--- src/rtl/rd_arbiter_if.sv ---
// Requester/sequencer-side bus for rd_arbiter: requests, grants and completion,
// plus the go/ds strobe pair to the shared read sequencer.
interface rd_arbiter_if #(
  parameter int N = 4
);
  logic [N-1:0] req;
  logic [N-1:0] gnt;
  logic [N-1:0] done;
  logic         go;
  logic         ds;
  logic         busy;
  logic         timeout_err;

  modport master (
    output req, ds,
    input  gnt, done, go, busy, timeout_err
  );

  modport slave (
    input  req, ds,
    output gnt, done, go, busy, timeout_err
  );
endinterface

--- src/rtl/rd_arbiter.sv ---
// Round-robin arbiter sharing one wait-state read sequencer between N requesters,
// with a watchdog that aborts a transaction when ds never arrives.
module rd_arbiter #(
  parameter int N       = 4,
  parameter int TIMEOUT = 8
) (
  input  logic         clock,
  input  logic         reset,
  rd_arbiter_if.slave  bus
);

  localparam int LW = (N > 1) ? $clog2(N) : 1;
  localparam int CW = $clog2(TIMEOUT);
  localparam logic [CW-1:0] CNT_LAST = CW'(TIMEOUT - 1);
  localparam logic [LW-1:0] LAST_RST = LW'(N - 1);

  typedef enum logic [1:0] {
    ST_IDLE,
    ST_ISSUE,
    ST_WAIT,
    ST_RELEASE
  } state_t;

  state_t         state_q, state_d;
  logic [CW-1:0]  cnt_q, cnt_d;
  logic [LW-1:0]  last_q, last_d;
  logic [LW-1:0]  win_q, win_d;
  logic [N-1:0]   gnt_q, gnt_d;
  logic [N-1:0]   done_q, done_d;
  logic           go_q, go_d;
  logic           busy_q, busy_d;
  logic           terr_q, terr_d;
  logic [LW-1:0]  pick;

  // First set bit of r scanning upward from last+1, wrapping modulo N.
  function automatic logic [LW-1:0] rr_pick(input logic [N-1:0] r,
                                            input logic [LW-1:0] last);
    logic          found;
    logic [LW-1:0] idx;
    rr_pick = '0;
    found   = 1'b0;
    for (int k = 1; k <= N; k++) begin
      idx = LW'((int'(last) + k) % N);
      if (!found && r[idx]) begin
        found   = 1'b1;
        rr_pick = idx;
      end
    end
  endfunction

  assign pick = rr_pick(bus.req, last_q);

  always_comb begin
    state_d = state_q;
    cnt_d   = cnt_q;
    last_d  = last_q;
    win_d   = win_q;
    gnt_d   = gnt_q;
    done_d  = '0;
    go_d    = 1'b0;
    terr_d  = 1'b0;
    case (state_q)
      ST_IDLE: begin
        if (|bus.req) begin
          gnt_d       = '0;
          gnt_d[pick] = 1'b1;
          win_d       = pick;
          go_d        = 1'b1;
          state_d     = ST_ISSUE;
        end
      end
      ST_ISSUE: begin
        cnt_d   = '0;
        state_d = ST_WAIT;
      end
      ST_WAIT: begin
        // ds takes precedence over a watchdog expiry in the same cycle.
        if (bus.ds) begin
          done_d  = gnt_q;
          gnt_d   = '0;
          last_d  = win_q;
          state_d = ST_RELEASE;
        end else if (cnt_q == CNT_LAST) begin
          terr_d  = 1'b1;
          gnt_d   = '0;
          last_d  = win_q;
          state_d = ST_RELEASE;
        end else begin
          cnt_d = cnt_q + 1'b1;
        end
      end
      ST_RELEASE: begin
        state_d = ST_IDLE;
      end
      default: begin
        state_d = ST_IDLE;
        gnt_d   = '0;
      end
    endcase
    busy_d = (state_d != ST_IDLE);
  end

  always_ff @(posedge clock or posedge reset) begin
    if (reset) begin
      state_q <= ST_IDLE;
      cnt_q   <= '0;
      last_q  <= LAST_RST;
      win_q   <= '0;
      gnt_q   <= '0;
      done_q  <= '0;
      go_q    <= 1'b0;
      busy_q  <= 1'b0;
      terr_q  <= 1'b0;
    end else begin
      state_q <= state_d;
      cnt_q   <= cnt_d;
      last_q  <= last_d;
      win_q   <= win_d;
      gnt_q   <= gnt_d;
      done_q  <= done_d;
      go_q    <= go_d;
      busy_q  <= busy_d;
      terr_q  <= terr_d;
    end
  end

  assign bus.gnt         = gnt_q;
  assign bus.done        = done_q;
  assign bus.go          = go_q;
  assign bus.busy        = busy_q;
  assign bus.timeout_err = terr_q;

endmodule

--- src/flat_wrapper.sv ---
// flat-port wrapper written by rule: the top's interface ports become plain ports
module rd_arbiter_flat 
#(
  parameter int N       = 4,
  parameter int TIMEOUT = 8
)
  (clock, reset, bus_req, bus_ds, bus_gnt, bus_done, bus_go, bus_busy, bus_timeout_err);
  rd_arbiter_if #(.N(N)) bus_i ();
  input  logic clock;
  input  logic reset;
  input wire logic [$bits(bus_i.req)-1:0] bus_req;
  input wire logic [$bits(bus_i.ds)-1:0] bus_ds;
  output wire logic [$bits(bus_i.gnt)-1:0] bus_gnt;
  output wire logic [$bits(bus_i.done)-1:0] bus_done;
  output wire logic [$bits(bus_i.go)-1:0] bus_go;
  output wire logic [$bits(bus_i.busy)-1:0] bus_busy;
  output wire logic [$bits(bus_i.timeout_err)-1:0] bus_timeout_err;
  assign bus_i.req = bus_req;
  assign bus_i.ds = bus_ds;
  assign bus_gnt = bus_i.gnt;
  assign bus_done = bus_i.done;
  assign bus_go = bus_i.go;
  assign bus_busy = bus_i.busy;
  assign bus_timeout_err = bus_i.timeout_err;
  rd_arbiter #(.N(N), .TIMEOUT(TIMEOUT)) u_core (.clock(clock), .reset(reset), .bus(bus_i));
endmodule
--- config.mk ---
export PLATFORM = sky130hd
export DESIGN_NAME = rd_arbiter_flat
export DESIGN_NICKNAME = d
export VERILOG_FILES = /design/src/rtl/rd_arbiter_if.sv /design/src/rtl/rd_arbiter.sv /design/src/flat_wrapper.sv
export SDC_FILE = /design/constraint.sdc
export NUM_CORES = 1
export LEC_CHECK = 0
export BUFFER_PORTS_ARGS = -buffer_cell sky130_fd_sc_hd__buf_2
export CAP_MARGIN = 20
export CORE_MARGIN = 2
export CORE_UTILIZATION = 56
export CTS_CLUSTER_DIAMETER = 100
export CTS_CLUSTER_SIZE = 16
export DETAILED_ROUTE_END_ITERATION = 6
export HOLD_SLACK_MARGIN = 0.1
export PLACE_DENSITY = 0.79
export SLEW_MARGIN = 20
export SYNTH_ARGS = -nofsm -noshare
export SYNTH_HDL_FRONTEND = slang
export SYNTH_SLANG_ARGS = --single-unit
--- constraint.sdc ---
create_clock -name clock -period 2.4 [get_ports clock]
set_input_delay 0.36 -clock clock [delete_from_list [all_inputs] [get_ports clock]]
set_output_delay 0.36 -clock clock [all_outputs]
set_load 0.05 [all_outputs]
==> metrics.cfg <==
[status]
outcome=finished clean

[yosys]
synth_cells=83
yosysSeqAreaShare_pct=52.9
netlist_area_um2=951
syn_nets=96
synth-seq-cells=20
ys_types=34
yosysWarnings=0
synth.avg_cell_area_um2=11.5

[route]
drtIter0Drc=7
drc_errors=0
via_per_inst=5.75
wl_met2_um=840
dr.pass1.iters=4
top_layer=met4
wl_met3_um=71
postRouteAntennaNets=0
vias=678
wl_um=1670
wl_per_cell_um=14.2
drt-met1-wl_um=750

[power_and_ir_drop]
pwr_density_cell_nw_per_um2=1310
irDropWorstVdd_v=0.000741
power_mw=1.42
p_leak_nw=0.564

[timing]
setup_viol_count_final=0
skew_ns=0.00214
fin_tns_setup_ns=0
hold_violations=0
min_period_over_period_pct=74.2
tightest_slew_ns=0.728
rsz0062_at_grt=no
relSlewSlack_pct=51.4
fmax_mhz=562
slew_viol_final=0
fin_crit_ns=1.78

[die]
initial_core_util_pct=61.7
dieWidth_um=45.2
std_cell_rows=14
chipHeight_um=45.2
ios=18
fp.coreArea_um2=1540
dieArea_um2=2040

[cells_and_area]
nets=116
mostFrequentLayoutCells=dfrtp_1 (18), buf_2 (17), ha_1 (6), inv_1 (5), o21ai_1 (5)
drive_gt1_share_pct=29.4
mostFrequentLayoutCell=dfrtp_1
seq_area_um2=503
final_cells=118
fillers=110
num_antenna_cells=0
multi_input_area_um2=415
synthToLayoutAreaGrowth_pct=14.1

[global_routing]
gr-total-overflow=0
grt_max_degree=21
antenna_found_initial=0
grt_pass1_wl_um=2770
grt_pass1_vias=636
grt_usage_pct=18.8

[cts]
clock-root-buffer=clkbuf_4
clk_path_buf_depth=2
htree_levels=1
postCtsSetupRepairBufs=0
cts-resized-gates=0
cts_hold_buf=0
tritoncts=done
clk_latency_ns=0.29
cts-buffers-inserted=3
clock-sinks=20
clk_pin_slew_worst_paths_ns=0.11

[placed_design]
dp_cells=114
dpl.hpwl_um=1240
io_buffers=17
gp_congestion=0.732

[worst_setup_path]
cp_max_fo=12
endpoint_kind=flip-flop
cp-start-kind=flip-flop
worstPathRequired_ns=2.61
criticalPathCategory=flip-flop to flip-flop
worstPathArrival_ns=1.99

[worst_hold_path]
min_path_type=primary input to async pin

[flow_run]
drv_cap=0

[cell type report]
| cell class | instances | share of cell area [%] |
|---|---|---|
| clock buffers | 4 | 3.34 |
| inverters | 6 | 2.31 |
| multi-input cells | 55 | 38.3 |
| flip-flops and latches | 20 | 46.4 |
| well taps | 16 | 1.85 |
| repair buffers | 17 | 7.84 |
[stage by stage]
step	hold slack (ns)	setup slack (ns)	util (%)	cell area, um2
2_1_floorplan	0.322	0.794	-	951
3_3_place_gp	0.468	0.761	68.0	1050
3_5_place_dp	0.482	0.687	68.0	1050
4_1_cts	0.181	0.623	70.4	1080
5_1_grt	0.214	0.468	70.4	1080
6_report	0.171	0.619	70.4	1080
[worst paths after layout]
check	endpoint	slack, ns	from	cells after the start
worst max-delay path	u_core.bus.gnt[0]	0.62	u_core.state_q[0]	6
worst min-delay path	u_core.cnt_q[2]	0.17	reset	2
worst max register to register	u_core.bus.gnt[0]	0.62	u_core.state_q[0]	6
worst min register to register	u_core.cnt_q[0]	0.51	u_core.cnt_q[0]	1
max in group asynchronous	u_core.win_q[0]	1.77	reset	2
min in group clock	u_core.bus.done[2]	0.40	bus_ds	2
[routing by layer]
layer | global-route usage [%] | vias to the layer above
met4 | 7.06 | 0
met5 | 0 | -
li1 | - | 332
met1 | 24.7 | 330
met2 | 30.6 | 14
met3 | 4.00 | 2
[cell usage after synthesis]
library cell	n	share of area, %
ha_1	6	7.9
nand2b_1	3	2.0
o21ai_4	1	1.7
o21ai_0	1	0.53
nor2b_1	3	2.0
and3b_1	2	1.8
clkbuf_1	2	0.79
o31ai_1	2	1.6
a22o_1	1	0.92
nand3_1	3	1.6
inv_1	5	2.0
dfstp_2	2	5.5
a21oi_1	3	1.6
dfrtp_1	18	47
mux2_2	2	2.4
inv_4	1	0.66
nand2_4	1	1.2
nor2_1	1	0.39
a32o_1	1	1.1
nand2_1	4	1.6
nor4_1	1	0.66
or4_4	1	1.2
o221ai_1	1	0.92
or3b_1	1	0.92
nor3b_1	1	0.79
and3_1	4	2.6
or2_1	1	0.66
or2_2	1	0.66
nor3_1	1	0.53
mux2i_1	1	1.1
mux2_1	1	1.2
o22a_1	1	0.92
nand3b_1	1	0.79
o21ai_1	5	2.6
[report_power, final]
part | leakage [nW] | internal, mW | switching [mW] | total, mW
Clock | 0.0210 | 0.0923 | 0.0966 | 0.189
Combinational | 0.288 | 0.240 | 0.440 | 0.680
Sequential | 0.255 | 0.468 | 0.0791 | 0.547
Total | 0.564 | 0.801 | 0.616 | 1.42
[critical path, cell delays in order (launching register included)]
cell and delay, ns:
dfrtp_1 0.42, inv_1 0.12, ha_1 0.35, or3b_1 0.52, o21ai_4 0.13, nand2_1 0.08
o21ai_1 0.10
[registers in the layout, summed over array words and instances (netlist names)]
name	flops
u_core.last_q	2
u_core.bus.go	1
u_core.bus.timeout_err	1
u_core.bus.busy	1
u_core.bus.gnt	4
u_core.win_q	2
u_core.cnt_q	3
u_core.state_q	2
u_core.bus.done	4
[cells by family after synthesis]
kind of cell	after synthesis	synth area share (%)
buffers and inverters	8	3.42
adders and majority gates	6	7.89
DFF	20	52.9
and+or+nand+nor	29	19.3
AOI/OAI and AO/OA	16	11.8
muxes	4	4.61
(Power assumes the default switching activity.)
